$ cat src/rtl/fir_pkg.sv
// Shared types and defaults for the FIR coefficient loader and the fir_n filter.
package fir_pkg;

   localparam int unsigned FIR_N      = 32;
   localparam int unsigned FIR_DELAYS = 3;

   typedef enum logic [1:0] {
      IDLE,
      LOAD,
      COMMIT
   } loader_state_t;

   function automatic int unsigned idx_w(input int unsigned delays);
      return $clog2(delays + 1);
   endfunction

endpackage

$ cat src/rtl/fir_coeff_loader_if.sv
// Word-at-a-time coefficient write stream (valid/ready).
interface fir_coeff_loader_if #(
   parameter int unsigned N = 32
);
   logic [N-1:0] wr_data;
   logic         wr_valid;
   logic         wr_ready;

   modport master (output wr_data, output wr_valid, input  wr_ready);
   modport slave  (input  wr_data, input  wr_valid, output wr_ready);
endinterface

$ cat src/rtl/fir_coeff_bank.sv
// Shadow coefficient array plus the active packed bus, copied across in one edge.
module fir_coeff_bank
   import fir_pkg::*;
#(
   parameter  int unsigned N      = FIR_N,
   parameter  int unsigned DELAYS = FIR_DELAYS,
   localparam int unsigned IDX_W  = idx_w(DELAYS)
) (
   input  logic                     clk,
   input  logic                     rst,
   input  logic                     we,
   input  logic                     commit,
   input  logic [IDX_W-1:0]         idx,
   input  logic [N-1:0]             data,
   output logic [(DELAYS+1)*N-1:0]  b
);

   localparam int unsigned TAPS = DELAYS + 1;

   logic [N-1:0] shadow [TAPS];

   always_ff @(posedge clk or posedge rst) begin
      if (rst) begin
         for (int unsigned i = 0; i < TAPS; i++) shadow[i] <= '0;
         b <= '0;
      end else begin
         for (int unsigned i = 0; i < TAPS; i++) begin
            if (we && (idx == IDX_W'(i))) shadow[i] <= data;
         end
         if (commit) begin
            for (int unsigned i = 0; i < TAPS; i++) b[i*N +: N] <= shadow[i];
         end
      end
   end

endmodule

$ cat src/rtl/fir_coeff_loader.sv
// Collects DELAYS+1 coefficient words into a shadow bank and commits them atomically to b.
module fir_coeff_loader
   import fir_pkg::*;
#(
   parameter  int unsigned DELAYS = FIR_DELAYS,
   parameter  int unsigned N      = FIR_N,
   localparam int unsigned IDX_W  = idx_w(DELAYS)
) (
   input  logic                     clk,
   input  logic                     rst,
   input  logic                     ena,
   input  logic                     start,
   input  logic                     abort,
   fir_coeff_loader_if.slave        wr,
   output logic [(DELAYS+1)*N-1:0]  b,
   output logic [IDX_W-1:0]         load_idx,
   output logic                     busy,
   output logic                     done,
   output logic                     err
);

   localparam logic [IDX_W-1:0] LAST_IDX = IDX_W'(DELAYS);

   loader_state_t    state, state_next;
   logic [IDX_W-1:0] idx_next;
   logic             err_next;
   logic             done_next;
   logic             shadow_we;
   logic             commit;

   assign wr.wr_ready = ena && (state == LOAD);
   assign busy        = (state != IDLE);

   always_ff @(posedge clk or posedge rst) begin
      if (rst) begin
         state    <= IDLE;
         load_idx <= '0;
         err      <= 1'b0;
         done     <= 1'b0;
      end else begin
         state    <= state_next;
         load_idx <= idx_next;
         err      <= err_next;
         done     <= done_next;
      end
   end

   // abort outranks start, which outranks the handshake; both drop a coincident word
   always_comb begin
      state_next = state;
      idx_next   = load_idx;
      err_next   = err;
      done_next  = 1'b0;
      shadow_we  = 1'b0;
      commit     = 1'b0;
      if (ena) begin
         case (state)
            IDLE: begin
               if (start) begin
                  state_next = LOAD;
                  idx_next   = '0;
                  err_next   = 1'b0;
               end else if (wr.wr_valid) begin
                  err_next = 1'b1;
               end
            end
            LOAD: begin
               if (abort) begin
                  state_next = IDLE;
                  idx_next   = '0;
               end else if (start) begin
                  idx_next = '0;
                  err_next = 1'b1;
               end else if (wr.wr_valid) begin
                  shadow_we = 1'b1;
                  if (load_idx == LAST_IDX) state_next = COMMIT;
                  else                      idx_next   = load_idx + 1'b1;
               end
            end
            COMMIT: begin
               commit     = 1'b1;
               done_next  = 1'b1;
               idx_next   = '0;
               state_next = IDLE;
            end
            default: begin
               state_next = IDLE;
               idx_next   = '0;
            end
         endcase
      end
   end

   fir_coeff_bank #(
      .N      (N),
      .DELAYS (DELAYS)
   ) u_bank (
      .clk    (clk),
      .rst    (rst),
      .we     (shadow_we),
      .commit (commit),
      .idx    (load_idx),
      .data   (wr.wr_data),
      .b      (b)
   );

endmodule

$ cat src/flat_wrapper.sv
// flat-port wrapper written by rule: the top's interface ports become plain ports
module fir_coeff_loader_flat import fir_pkg::*;
#(
   parameter  int unsigned DELAYS = FIR_DELAYS,
   parameter  int unsigned N      = FIR_N,
   localparam int unsigned IDX_W  = idx_w(DELAYS)
)
  (clk, rst, ena, start, abort, b, load_idx, busy, done, err, wr_wr_data, wr_wr_valid, wr_wr_ready);
  fir_coeff_loader_if #(.N(N)) wr_i ();
  input  logic clk;
  input  logic rst;
  input  logic ena;
  input  logic start;
  input  logic abort;
  output logic [(DELAYS+1)*N-1:0] b;
  output logic [IDX_W-1:0] load_idx;
  output logic busy;
  output logic done;
  output logic err;
  input wire logic [$bits(wr_i.wr_data)-1:0] wr_wr_data;
  input wire logic [$bits(wr_i.wr_valid)-1:0] wr_wr_valid;
  output wire logic [$bits(wr_i.wr_ready)-1:0] wr_wr_ready;
  assign wr_i.wr_data = wr_wr_data;
  assign wr_i.wr_valid = wr_wr_valid;
  assign wr_wr_ready = wr_i.wr_ready;
  fir_coeff_loader #(.DELAYS(DELAYS), .N(N)) u_core (.clk(clk), .rst(rst), .ena(ena), .start(start), .abort(abort), .wr(wr_i), .b(b), .load_idx(load_idx), .busy(busy), .done(done), .err(err));
endmodule
$ cat config.mk
export PLATFORM = sky130hd
export DESIGN_NAME = fir_coeff_loader_flat
export DESIGN_NICKNAME = d
export VERILOG_FILES = /design/src/rtl/fir_pkg.sv /design/src/rtl/fir_coeff_loader_if.sv /design/src/rtl/fir_coeff_bank.sv /design/src/rtl/fir_coeff_loader.sv /design/src/flat_wrapper.sv
export SDC_FILE = /design/constraint.sdc
export NUM_CORES = 1
export LEC_CHECK = 0
export BUFFER_PORTS_ARGS = -buffer_cell sky130_fd_sc_hd__buf_2
export CAP_MARGIN = 20
export CORE_UTILIZATION = 43
export CTS_CLUSTER_DIAMETER = 40
export CTS_CLUSTER_SIZE = 14
export DETAILED_ROUTE_END_ITERATION = 16
export GPL_ROUTABILITY_DRIVEN = 0
export GPL_TIMING_DRIVEN = 0
export PLACE_DENSITY = 0.7
export SLEW_MARGIN = 15
export SYNTH_ARGS = -nofsm -noshare
export SYNTH_HDL_FRONTEND = slang
export SYNTH_SLANG_ARGS = --single-unit
$ cat constraint.sdc
create_clock -name clk -period 10.7 [get_ports clk]
set_input_delay 0.535 -clock clk [delete_from_list [all_inputs] [get_ports clk]]
set_output_delay 0.535 -clock clk [all_outputs]
set_load 0.02 [all_outputs]
**Yosys cells after proc, flatten, opt, wreduce, memory -nomap -nowiden**

Cells that the tools add are included.

- Register bits after elaboration: 262
- Bits of input ports: 38
- Logic and storage cells: 60

- Reduce and logical (&&, ||, !) cells: 12
- Multiplexer cells: 24
- $add $sub $neg: 1
- Eq/ne operators: 14

Operators by type and width:

| cell | count |
|---|---|
| 2-to-1 mux 2 bit | 10 |
| != test 3 bit (second input constant) | 4 |
| 2-to-1 mux 1 bit | 11 |
| AND reduction 5 bit | 2 |
| != test 4 bit (second input constant) | 2 |
| case mux 2 bit (2 select lines) | 2 |
| == test 2 bit (second input constant) | 3 |
| != test 2 bit (second input constant) | 3 |
| logical AND 1 bit | 5 |
| == test 2 x 1 -> 1 bit (second input constant) | 2 |
| logical NOT 2 bit | 2 |
| AND reduction 4 bit | 1 |
| nonzero test 2 bit | 2 |
| adder 2 x 1 -> 2 bit (second input constant) | 1 |
| case mux 1 bit (2 select lines) | 1 |

**Logic depth before layout (Yosys ltp)**

Gate-level depths: netlist of run 1.

- Depth in word-level cells: 6
- Depth in mapped cells: 5
- Gate-level depth less buffers: 4

**Hierarchy**

Synthesis of run 1 repeated with hierarchy kept, for this count alone.

- Cells, all modules: 577
- Area total of the unflattened synthesis: 9799.4 um2

By module, submodules not included:

| module | cells an instance | sequential area each (um2) | times used | area each (um2) |
|---|---|---|---|---|
| fir_coeff_bank | 543 | 6406.1 | 1 | 9461.6 |
| fir_coeff_loader | 34 | 150.1 | 1 | 337.8 |

**Least setup slack after synthesis of run 1**

Ideal clock, no wire load.

- Kind: input to register
- Start: in ena
- End: reg u_core.u_bank.shadow[106] in the netlist's numbering
- Slack: 9.020 ns
- Setup time: 0.125 ns
- Stages on the path: 5
- Data arrival time: 1.555 ns
- Buffers on the path: 2
- Required time: 10.575 ns
- Cell sequence: and3b_1 -> buf_4 -> nand4_4 -> buf_2 -> mux2_2

- Longest elaborated chain between the ends: 2

Ends and longest elaborated chain:

| element | line | source |
|---|---|---|
| start: declaration | flat_wrapper.sv:12 | `input logic ena;` |
| 2-to-1 mux 1 bit | fir_coeff_loader.sv:56 | `if (ena) begin` |
| logical AND 1 bit | fir_coeff_bank.sv:28 | `if (we && (idx == IDX_W'(i))) shadow[i] <= data;` |
| end signal: indexed assignment | fir_coeff_bank.sv:28 |  |
| end: declaration | fir_coeff_bank.sv:20 | `logic [N-1:0] shadow [TAPS];` |

No other way between the ends.
A chain may end at the register's enable or synchronous reset.

**Worst setup path after layout of run 1**

- Start: reg u_core.state[1]
- End: out wr_wr_ready

- Longest elaborated chain between the ends: 2

Ends and longest elaborated chain:

| element | line | source |
|---|---|---|
| start: declaration | fir_coeff_loader.sv:24 | `loader_state_t state, state_next;` |
| start signal: assignment | fir_coeff_loader.sv:41 | `state <= state_next;` |
| == test 2 x 1 -> 1 bit | fir_coeff_loader.sv:31 | `assign wr.wr_ready = ena && (state == LOAD);` |
| logical AND 1 bit | fir_coeff_loader.sv:31 |  |
| end: declaration | flat_wrapper.sv:22 | `output wire logic [$bits(wr_i.wr_ready)-1:0] wr_wr_ready;` |

No other way between the ends.

==> flow_metrics.env, run 1 <==
export IMPL_start_util=0.441
export IMPL_peakVddDrop_v=0.000105
export IMPL_clkLatencyLatePin_ns=0.51
export IMPL_crit_required_ns=10.17
export IMPL_setup_viol=0
export IMPL_cts_root_buffer="clkbuf_16"
export IMPL_rsz0062_at_grt="false"
export IMPL_pwr_density_cell_nw_per_um2=206
export IMPL_dr_wl_met2_um=10200
export IMPL_tns_ns=0
export IMPL_wl_met3_um=985
export IMPL_seq_area_frac_synth=0.630
export IMPL_crit_fanout=7
export IMPL_final_nets=841
export IMPL_routedWlPerCell_um=18.4
export IMPL_timing_final_crit_period_ns=2.06
export IMPL_grt_max_degree=114
export IMPL_firstDrtPassIters=4
export IMPL_grt_overflow=0
export IMPL_cts_buffer_depth=3
export IMPL_highest_layer="met4"
export IMPL_routed_via_count=5613
export IMPL_cts_resized=0
export IMPL_skew_ns=0.0185
export IMPL_relSlewSlack=0.618
export IMPL_crit_path_start_kind="flop"
export IMPL_status="finished, final reports clean"
export IMPL_critPathKind="reg -> out"
export IMPL_multi_input_area_um2=3580
export IMPL_die_area_um2=24800
export IMPL_cts_inserted_buffers=40
export IMPL_coreArea_um2=23600
export IMPL_antenna_found_initial=0
export IMPL_grt_pass1_wl_um=32700
export IMPL_rr_endpoint="u_core.u_bank.shadow[59]$_DFFE_PP0P_"
export IMPL_remaining_drc_errors=0
export IMPL_r2r_setup_slack_ns=8.84
export IMPL_drv_cap=0
export IMPL_hold_violations=0
export IMPL_rows=56
export IMPL_die_y_um=158
export IMPL_synth_area_um2=10400
export IMPL_fillCellCount=1907
export IMPL_avgViaCountPerCell=4.89
export IMPL_pre_cts_slack_ns=8.61
export IMPL_grt_pass1_vias=5732
export IMPL_ant_nets=0
export IMPL_drive_above_1_share=0.639
export IMPL_wl_met1_um=9650
export IMPL_cts_sinks=262
export IMPL_cp_arrival_ns=1.53
export IMPL_worst_slew_pin_slew_ns=0.574
export IMPL_dp_hpwl_um=14000
export IMPL_pin_count=172
export IMPL_worstSetupEndpointType="output pin"
export IMPL_fin_crit_sh=0.193
export IMPL_area_growth_syn_to_layout_pct=26.6
export IMPL_diodes=0
export IMPL_yosys_warnings=0
export IMPL_fin_ws_ns=8.64
export IMPL_synth_async_reset_ratio=1.00
export IMPL_synth_edf_count=0
export IMPL_dieWidth_um=158
export IMPL_ff2ff_path_depth=5
export IMPL_cts_hold_buf=0
export IMPL_cts_tree="built"
export IMPL_totalWireLength_um=21200
export IMPL_portBuffers=170
export IMPL_seq_area_um2=6560
export IMPL_postCtsSetupBuffers=0
export IMPL_yosys_most_used_dff="dfrtp_1"
export IMPL_synthCells=585
export IMPL_drtIter0Drc=171
export IMPL_power_leakage_nw=7.36
export IMPL_grt_use_total=0.173
export IMPL_synth_fp_nets=627
export IMPL_finalMaxSlewViolations=0
export IMPL_syn_area_per_cell_um2=17.8
export IMPL_ys_ff_latch=262
export IMPL_htree_num_levels=2
export IMPL_clk_pin_slew_ns=0.05
export IMPL_fmax_mhz=485
export IMPL_r2r_start="u_core.state[0]$_DFFE_PP0P_"
export IMPL_hold_path_class="in -> async"
export IMPL_ys_types=28
## area by class of cell
| cell class | count | area share |
|---|---|---|
| Timing Repair Buffer | 172 | 0.0687 |
| Clock inverter | 25 | 0.0246 |
| Clock buffer | 48 | 0.0860 |
| Multi-Input combinational cell | 287 | 0.272 |
| Tap cell | 319 | 0.0303 |
| Sequential cell | 262 | 0.498 |
| Inverter | 8 | 0.00285 |
| Buffer | 28 | 0.0184 |
## logic make-up (layout without fill, tap and decap cells)
family                     after synthesis  after routing  share of synthesized area
AOI/OAI and AO/OA                        9              9                    0.00577
adders and majority gates                4              4                    0.00481
buffers and inverters                   36            281                     0.0262
DFF                                    262            262                      0.630
muxes                                  256            256                      0.316
and+or+nand+nor                         18             18                     0.0170
## cells in the final DEF, fill, tap and decap left out, types with 2 or more instances in the layout
master	netlist	layout
clkinv_8	0	3
clkinv_2	0	7
clkbuf_8	0	6
buf_6	16	16
ha_1	4	4
mux2_1	8	8
inv_1	7	6
inv_8	0	4
dfrtp_1	262	262
buf_2	11	181
nor2b_1	2	2
clkinv_4	0	2
buf_16	0	2
bufinv_16	0	5
mux2_2	139	139
nand4_4	4	4
mux2_4	109	109
clkinvlp_4	0	4
nor3_1	2	2
a21oi_1	2	2
nand4_1	2	2
clkbuf_16	0	42
a31oi_1	3	3
## worst max-delay path by stage
stage,startpoint,to
floorplan,rst,u_core.done$_DFF_PP0_
global placement,rst,u_core.u_bank.b[21]$_DFFE_PP0P_
detailed placement,ena,u_core.u_bank.shadow[61]$_DFFE_PP0P_
CTS,u_core.state[1]$_DFFE_PP0P_,wr_wr_ready
global route,u_core.state[1]$_DFFE_PP0P_,wr_wr_ready
finish,u_core.state[1]$_DFFE_PP0P_,wr_wr_ready
## synthesized netlist by cell type (2+ instances only)
master | number | area [um2]
dfrtp_1 | 262 | 6560
mux2_2 | 139 | 1570
mux2_4 | 109 | 1640
buf_6 | 16 | 180
buf_2 | 11 | 55.1
mux2_1 | 8 | 90.1
inv_1 | 7 | 26.3
ha_1 | 4 | 50.1
nand4_4 | 4 | 85.1
a31oi_1 | 3 | 18.8
a21oi_1 | 2 | 10.0
nand4_1 | 2 | 12.5
nor2b_1 | 2 | 12.5
nor3_1 | 2 | 10.0
## worst max-delay path, cell delays in order (launching register included)
cell	delay [ns]
dfrtp_1	0.42
and3b_1	0.22
buf_4	0.19
buf_2	0.20
## state kept, by name, indices dropped and copies added (netlist names)
signal                flops
u_core.done               1
u_core.err                1
u_core.load_idx           2
u_core.state              2
u_core.u_bank.b         128
u_core.u_bank.shadow    128
## through the flow
stage / utilization / area [um2] / hold slack, ns / std cells / total power [mW]
4_1_cts: 0.558 / 13200 / 0.0954 / 1149 / 2.75
5_1_grt: 0.558 / 13200 / 0.116 / 1149 / 2.82
2_1_floorplan: - / 10400 / 0.460 / 585 / 1.31
6_report: 0.558 / 13200 / 0.0830 / 1149 / 2.71
3_3_place_gp: 0.494 / 11700 / 0.473 / 1074 / 1.35
3_5_place_dp: 0.496 / 11700 / 0.482 / 1076 / 1.37
## power breakdown
group,switching (mW),internal [mW],total (mW)
combinational,0.0804,0.104,0.185
sequential,0.0586,1.10,1.16
clock,0.474,0.888,1.36
## metal layers
metal / up-vias / GRT usage
met1: 2923 / 0.236
met2: 137 / 0.280
met3: 30 / 0.0359
li1: 2523 / -
met4: 0 / 0.0504
met5: - / 0
(Power assumes the default switching activity.)
==> run 2: changes to the inputs <==
--- a/config.mk
+++ b/config.mk
@@ -5,6 +5,7 @@
 export SDC_FILE = /design/constraint.sdc
 export NUM_CORES = 1
 export LEC_CHECK = 0
+export ABC_AREA = 1
 export BUFFER_PORTS_ARGS = -buffer_cell sky130_fd_sc_hd__buf_2
 export CAP_MARGIN = 20
 export CORE_UTILIZATION = 43
==> constraint.sdc (replaced) <==
create_clock -name clk -period 2 [get_ports clk]
set_input_delay 0.1 -clock clk [delete_from_list [all_inputs] [get_ports clk]]
set_output_delay 0.1 -clock clk [all_outputs]
set_load 0.02 [all_outputs]
==> run 2 against run 1 <==
  * Global-route usage up 5.8 points
  * Clock skew down 0.0035 ns
  * Non-clock buffer count up 81
  * Cell area down 1.6%
  * Sequential power rose to 5.2 times the previous value
  * Core utilization up 0.95 points
  * First-iteration DRC count rose to 3.4 times the previous value
  * Flip-flop and latch count unchanged
  * Sequential share of layout area up 0.81 points
  * Combinational power rose to 6.3 times the previous value
  * Critical endpoint is now u_core.u_bank.shadow[65]$_DFFE_PP0P_
  * Largest power group is now registers
==> flow_metrics.env, run 2 <==
export IMPL_final_nets=1410
export IMPL_p_sw_frac=0.255
export IMPL_yosys_warnings=0
export IMPL_synthTopCellsByArea="dfrtp_1 (65%), nand2_1 (21%), nand3_1 (5.3%)"
export IMPL_yosys_top_cells_count="nand2_1 (561), dfrtp_1 (262), nand3_1 (107), o21ai_0 (67), inv_1 (43)"
export IMPL_htree_num_levels=1
export IMPL_crit_family="simple AND/OR/NAND/NOR gates"
export IMPL_power_leakage_nw=7.44
export IMPL_grt_use_total=0.231
export IMPL_start_util=0.443
export IMPL_worstPathCellList="nor2_4 > nand2_1 > nor2_4 > nand2_1 > buf_2 > nand2_1 > nand2_1"
export IMPL_routed_via_count=8239
export IMPL_rsz0062_at_grt="false"
export IMPL_drive_above_1_share=0.197
export IMPL_final_util=0.568
export IMPL_timing_final_crit_period_ns=1.82
export IMPL_worstSetupEndpointType="flop"
export IMPL_fmax_mhz=551
export IMPL_synth_edf_count=0
export IMPL_pwr_density_cell_nw_per_um2=994
export IMPL_synth_area_um2=10100
export IMPL_grt_max_degree=37
export IMPL_cts_inserted_buffers=30
export IMPL_antenna_found_initial=0
export IMPL_yosys_most_used_dff="dfrtp_1"
export IMPL_layout_common_cells="nand2_1 (561), dfrtp_1 (262), buf_2 (202), nand3_1 (107), o21ai_0 (67)"
export IMPL_dieWidth_um=155
export IMPL_drv_cap=0
export IMPL_cts_tree="built"
export IMPL_cp_arrival_ns=2.25
export IMPL_grt_overflow=0
export IMPL_avgViaCountPerCell=4.84
export IMPL_pin_count=172
export IMPL_clk_pin_slew_ns=0.06
export IMPL_tns_ns=0
export IMPL_grt_pass1_wl_um=43500
export IMPL_area_growth_syn_to_layout_pct=28.0
export IMPL_crit_fanout=10
export IMPL_hold_path_class="in -> reg"
export IMPL_coreArea_um2=22800
export IMPL_max_stage_delay_ns=0.45
export IMPL_firstDrtPassIters=6
export IMPL_cts_root_buffer="clkbuf_16"
export IMPL_cpMostUsedCell="nand2_1"
export IMPL_ant_nets=0
export IMPL_crit_path_start_kind="flop"
export IMPL_rows=55
export IMPL_synth_top_area_frac=0.647
export IMPL_peakVddDrop_v=0.000489
export IMPL_cp_buffers_inverters=1
export IMPL_p_int_mw=9.60
export IMPL_remaining_drc_errors=0
export IMPL_portBuffers=171
export IMPL_cts_sinks=262
export IMPL_die_area_um2=24200
export IMPL_syn_area_per_cell_um2=9.04
export IMPL_critPathKind="reg -> reg"
export IMPL_status="finished, final reports clean"
export IMPL_synth_fp_nets=1162
export IMPL_crit_required_ns=2.43
export IMPL_placed_area_um2=11600
export IMPL_seq_area_um2=6560
export IMPL_layout_commonest_cell="nand2_1"
export IMPL_pwr_share_seq=0.470
export IMPL_cts_buffer_depth=3
export IMPL_synthCells=1120
export IMPL_finalMaxSlewViolations=0
export IMPL_drtIter0Drc=575
export IMPL_p_sw_mw=3.29
export IMPL_routedWlPerCell_um=15.9
export IMPL_relSlewSlack=0.572
export IMPL_synth_area_leader_cell="dfrtp_1"
export IMPL_setup_viol=0
export IMPL_worst_slew_pin_slew_ns=0.640
export IMPL_grt_pass1_vias=8048
export IMPL_hold_violations=0
export IMPL_totalWireLength_um=27100
export IMPL_clkLatencyLatePin_ns=0.55
export IMPL_ys_types=15
export IMPL_pre_cts_slack_ns=0.0902
export IMPL_dp_hpwl_um=19200
export IMPL_ys_ff_latch=262
export IMPL_power_frac_comb=0.091
export IMPL_power_frac_clock=0.439
export IMPL_die_y_um=155
export IMPL_diodes=0
export IMPL_yosysMostFrequentCell="nand2_1"
export IMPL_synth_async_reset_ratio=1.00
export IMPL_seq_area_frac_synth=0.647
export IMPL_skew_ns=0.0150
export IMPL_multi_input_area_um2=3080
export IMPL_postCtsSetupBuffers=0
export IMPL_fin_crit_sh=0.908
export IMPL_fillCellCount=2047
export IMPL_critPathSlowestCell="dfrtp_1"
export IMPL_top_regs="u_core.u_bank.b (128), u_core.u_bank.shadow (128)"
export IMPL_fin_ws_ns=0.184
export IMPL_fin_area_um2=13000
run 2: path summary, 6_finish.rpt:
check | from | end | slack, ns | cells after the start
setup / recovery | u_core.state[1]$_DFFE_PP0P_ | u_core.u_bank.shadow[65]$_DFFE_PP0P_ | 0.18 | 7
hold / removal | wr_wr_valid | u_core.err$_DFFE_PP0P_ | 0.06 | 5
setup reg to reg | u_core.state[1]$_DFFE_PP0P_ | u_core.u_bank.shadow[65]$_DFFE_PP0P_ | 0.18 | 7
hold reg to reg | u_core.u_bank.shadow[47]$_DFFE_PP0P_ | u_core.u_bank.b[79]$_DFFE_PP0P_ | 0.46 | 2
max in group asynchronous | rst | u_core.u_bank.shadow[57]$_DFFE_PP0P_ | 0.78 | 6
min in group asynchronous | rst | u_core.u_bank.b[72]$_DFFE_PP0P_ | 0.19 | 3
run 2: area by class of cell:
type,instances,area share
well taps,313,0.0302
inverters,45,0.0133
flip-flops and latches,262,0.506
multi-input cells,748,0.238
clock buffers,33,0.0612
clock inverters,20,0.0191
plain buffers,65,0.0248
repair buffers,216,0.108
run 2: logic make-up after synthesis:
family / share of synthesized area
adder cells (fa/ha/maj): 0.00494
AND/OR/NAND/NOR: 0.266
buffers and inverters: 0.0483
AO/OA/AOI/OAI: 0.0336
flip-flops: 0.647
run 2: routing by layer:
layer,track usage,routed length (um),share of wire,up-vias
met1,0.318,12200,0.45,3963
met2,0.370,12600,0.46,224
met4,0.0700,589,0.022,0
li1,-,-,-,4003
met5,0,0,0,-
met3,0.0479,1790,0.066,49
run 2: power by group through the flow:
stage | Clock (mW) | Sequential (mW) | Combinational, mW
finish | 5.66 | 6.05 | 1.17
global route | 5.97 | 6.11 | 1.35
CTS | 5.75 | 6.05 | 1.18
detailed placement | 0 | 6.14 | 1.12
global placement | 0 | 6.13 | 1.03
floorplan | 0 | 6.11 | 0.699
run 2: worst register-to-register path: cells and delay by family (launching register included):
kind / cells / cell delay, ns
AND/OR/NAND/NOR: 6 / 0.99
buffers and inverters: 1 / 0.25
flip-flops: 1 / 0.45
run 2: repair_timing:
item,4_1_cts,5_1_grt
setup endpoints to repair,0,21
hold buffers,37,0
endpoints found under the hold margin,156,0
gates resized for setup,0,2
run 2: through the flow:
step	total power, mW	std cells	hold WS (ns)
2_1_floorplan	6.81	1120	0.221
3_3_place_gp	7.16	1604	0.396
3_5_place_dp	7.26	1612	0.220
5_1_grt	13.4	1702	0.0831
6_report	12.9	1702	0.0586
4_1_cts	13.0	1702	0.0363
==> run 3: changes to the inputs <==
--- a/config.mk
+++ b/config.mk
@@ -8,13 +8,14 @@
 export ABC_AREA = 1
 export BUFFER_PORTS_ARGS = -buffer_cell sky130_fd_sc_hd__buf_2
 export CAP_MARGIN = 20
-export CORE_UTILIZATION = 43
+export CORE_MARGIN = 3
+export CORE_UTILIZATION = 30
 export CTS_CLUSTER_DIAMETER = 40
 export CTS_CLUSTER_SIZE = 14
 export DETAILED_ROUTE_END_ITERATION = 16
 export GPL_ROUTABILITY_DRIVEN = 0
 export GPL_TIMING_DRIVEN = 0
-export PLACE_DENSITY = 0.7
+export PLACE_DENSITY = 0.54
 export SLEW_MARGIN = 15
 export SYNTH_ARGS = -nofsm -noshare
 export SYNTH_HDL_FRONTEND = slang
==> run 3 against run 2 <==
  * Via count decreased by 1.1%
  * Flip-flop and latch count is the same
  * Combinational power barely moved
  * Critical path depth is the same
  * Largest cell class unchanged
  * Cell count rose by 8.5%
  * Worst hold slack worse by 0.010 ns
  * Core utilization fell by 16 points
  * Register-to-register slack got worse by 0.02 ns
  * Sequential share of layout area fell by 1.9 points
  * Maximum frequency shrank 1.2%
  * Sequential power barely moved
  * First-iteration DRC count is 12% lower
==> flow_metrics.env, run 3 (synthesis results as in run 2) <==
export IMPL_rows=66
export IMPL_hold_worst_slack_ns=0.0485
export IMPL_remaining_drc_errors=0
export IMPL_critPathSlowestCell="dfrtp_1"
export IMPL_ff2ff_path_depth=7
export IMPL_crit_required_ns=2.40
export IMPL_worstPathCellList="nor2_4 > nand2_1 > nor2_4 > nand2_1 > buf_2 > nand2_1 > nand2_1"
export IMPL_hold_path_depth=5
export IMPL_drtIter0Drc=508
export IMPL_status="finished, final reports clean"
export IMPL_htree_num_levels=2
export IMPL_final_nets=1418
export IMPL_die_area_um2=36000
export IMPL_tns_ns=0
export IMPL_grt_pass1_vias=8375
export IMPL_cts_tree="built"
export IMPL_area_growth_syn_to_layout_pct=33.1
export IMPL_cp_depth=7
export IMPL_worstSetupEndpointType="flop"
export IMPL_finalPower_mw=14.5
export IMPL_power_leakage_nw=7.61
export IMPL_routed_via_count=8151
export IMPL_drive_above_1_share=0.205
export IMPL_critPathKind="reg -> reg"
export IMPL_portBuffers=171
export IMPL_layoutNonFillerInstCount=1846
export IMPL_rr_endpoint="u_core.u_bank.shadow[81]$_DFFE_PP0P_"
export IMPL_clk_pin_slew_ns=0.06
export IMPL_relSlewSlack=0.546
export IMPL_hold_path_class="in -> reg"
export IMPL_grt_overflow=0
export IMPL_crit_fanout=10
export IMPL_routedWlPerCell_um=16.3
export IMPL_cts_sinks=262
export IMPL_fin_area_um2=13500
export IMPL_crit_path_start_kind="flop"
export IMPL_die_y_um=190
export IMPL_cpMostUsedCell="nand2_1"
export IMPL_start_util=0.308
export IMPL_diodes=0
export IMPL_crit_family="simple AND/OR/NAND/NOR gates"
export IMPL_max_stage_delay_ns=0.45
export IMPL_skew_ns=0.0126
export IMPL_firstDrtPassIters=4
export IMPL_avgViaCountPerCell=4.42
export IMPL_grt_pass1_wl_um=47600
export IMPL_r2r_start="u_core.state[1]$_DFFE_PP0P_"
export IMPL_dp_hpwl_um=21800
export IMPL_cts_root_buffer="clkbuf_16"
export IMPL_pwr_density_cell_nw_per_um2=1080
export IMPL_fmax_mhz=544
export IMPL_rsz0062_at_grt="false"
export IMPL_dieWidth_um=190
export IMPL_placedCellCount=1741
export IMPL_top_regs="u_core.u_bank.b (128), u_core.u_bank.shadow (128)"
export IMPL_antenna_found_initial=0
export IMPL_layout_commonest_cell="nand2_1"
export IMPL_grt_use_total=0.168
export IMPL_timing_final_crit_period_ns=1.84
export IMPL_cts_inserted_buffers=38
export IMPL_min_to="u_core.err$_DFFE_PP0P_"
export IMPL_cp_buffers_inverters=1
export IMPL_fillCellCount=3381
export IMPL_clkLatencyLatePin_ns=0.51
export IMPL_finalMaxSlewViolations=0
export IMPL_coreArea_um2=32900
export IMPL_postCtsSetupBuffers=0
export IMPL_worst_slew_pin_slew_ns=0.679
export IMPL_pin_count=172
export IMPL_hold_start="wr_wr_valid"
export IMPL_crit_start="u_core.state[1]$_DFFE_PP0P_"
export IMPL_totalWireLength_um=30000
export IMPL_drv_cap=0
export IMPL_r2r_setup_slack_ns=0.16
export IMPL_peakVddDrop_v=0.000479
export IMPL_placed_area_um2=11700
export IMPL_hold_violations=0
export IMPL_grt_max_degree=36
export IMPL_layout_common_cells="nand2_1 (561), dfrtp_1 (262), buf_2 (202), nand3_1 (107), o21ai_0 (67)"
export IMPL_fin_crit_sh=0.918
export IMPL_cts_buffer_depth=3
export IMPL_ant_nets=0
export IMPL_cp_arrival_ns=2.23
export IMPL_setup_viol=0
## run 3: metal layers
layer  global-route usage  vias up  part of all wire
met4               0.0426        0             0.017
met2                0.268      182              0.45
met3               0.0424       37             0.061
met5                    0        -                 0
li1                     -     4012                 -
met1                0.232     3920              0.47
## run 3: worst min-delay path: stages
cell and delay, ns:
buf_2 0.12, inv_1 0.07, nand3_1 0.08, nand3_1 0.08
o21ai_0 0.07
## run 3: final cells by class
| class | count | area [um2] | share of cell area |
|---|---|---|---|
| inverters | 45 | 173 | 0.0128 |
| clock inverters | 20 | 322 | 0.0239 |
| clock buffers | 48 | 1070 | 0.0796 |
| flip-flops and latches | 262 | 6560 | 0.486 |
| well taps | 442 | 553 | 0.0410 |
| repair buffers | 216 | 1390 | 0.103 |
| plain buffers | 65 | 325 | 0.0241 |
| multi-input cells | 748 | 3080 | 0.229 |
## run 3: worst max-delay path by stage
stage,end,slack [ns]
CTS,u_core.u_bank.shadow[112]$_DFFE_PP0P_,0.1
detailed placement,u_core.u_bank.b[2]$_DFFE_PP0P_,-0.009
global placement,u_core.u_bank.b[115]$_DFFE_PP0P_,-3.24
floorplan,u_core.done$_DFF_PP0_,-1.56
global route,u_core.u_bank.shadow[56]$_DFFE_PP0P_,0.01
finish,u_core.u_bank.shadow[81]$_DFFE_PP0P_,0.16
## run 3: metrics by stage
step	util	setup slack, ns
floorplan	-	-1.56
global placement	0.351	-3.24
detailed placement	0.356	-0.00865
CTS	0.410	0.0998
global route	0.410	0.0145
finish	0.410	0.163
## run 3: report_power, final
part           total [mW]  internal [mW]  leakage [nW]  switching (mW)
Clock                7.26           4.75         0.673            2.51
Sequential           6.06           5.79          3.44           0.266
Combinational        1.18          0.399          3.49           0.777
Total                14.5           10.9          7.61            3.55
## run 3: timing repair
item	in CTS	in global routing
setup endpoints to repair	9	13
gates cloned	0	0
endpoints found under the hold margin	156	0
gates resized for setup	1	6
hold buffers	37	0
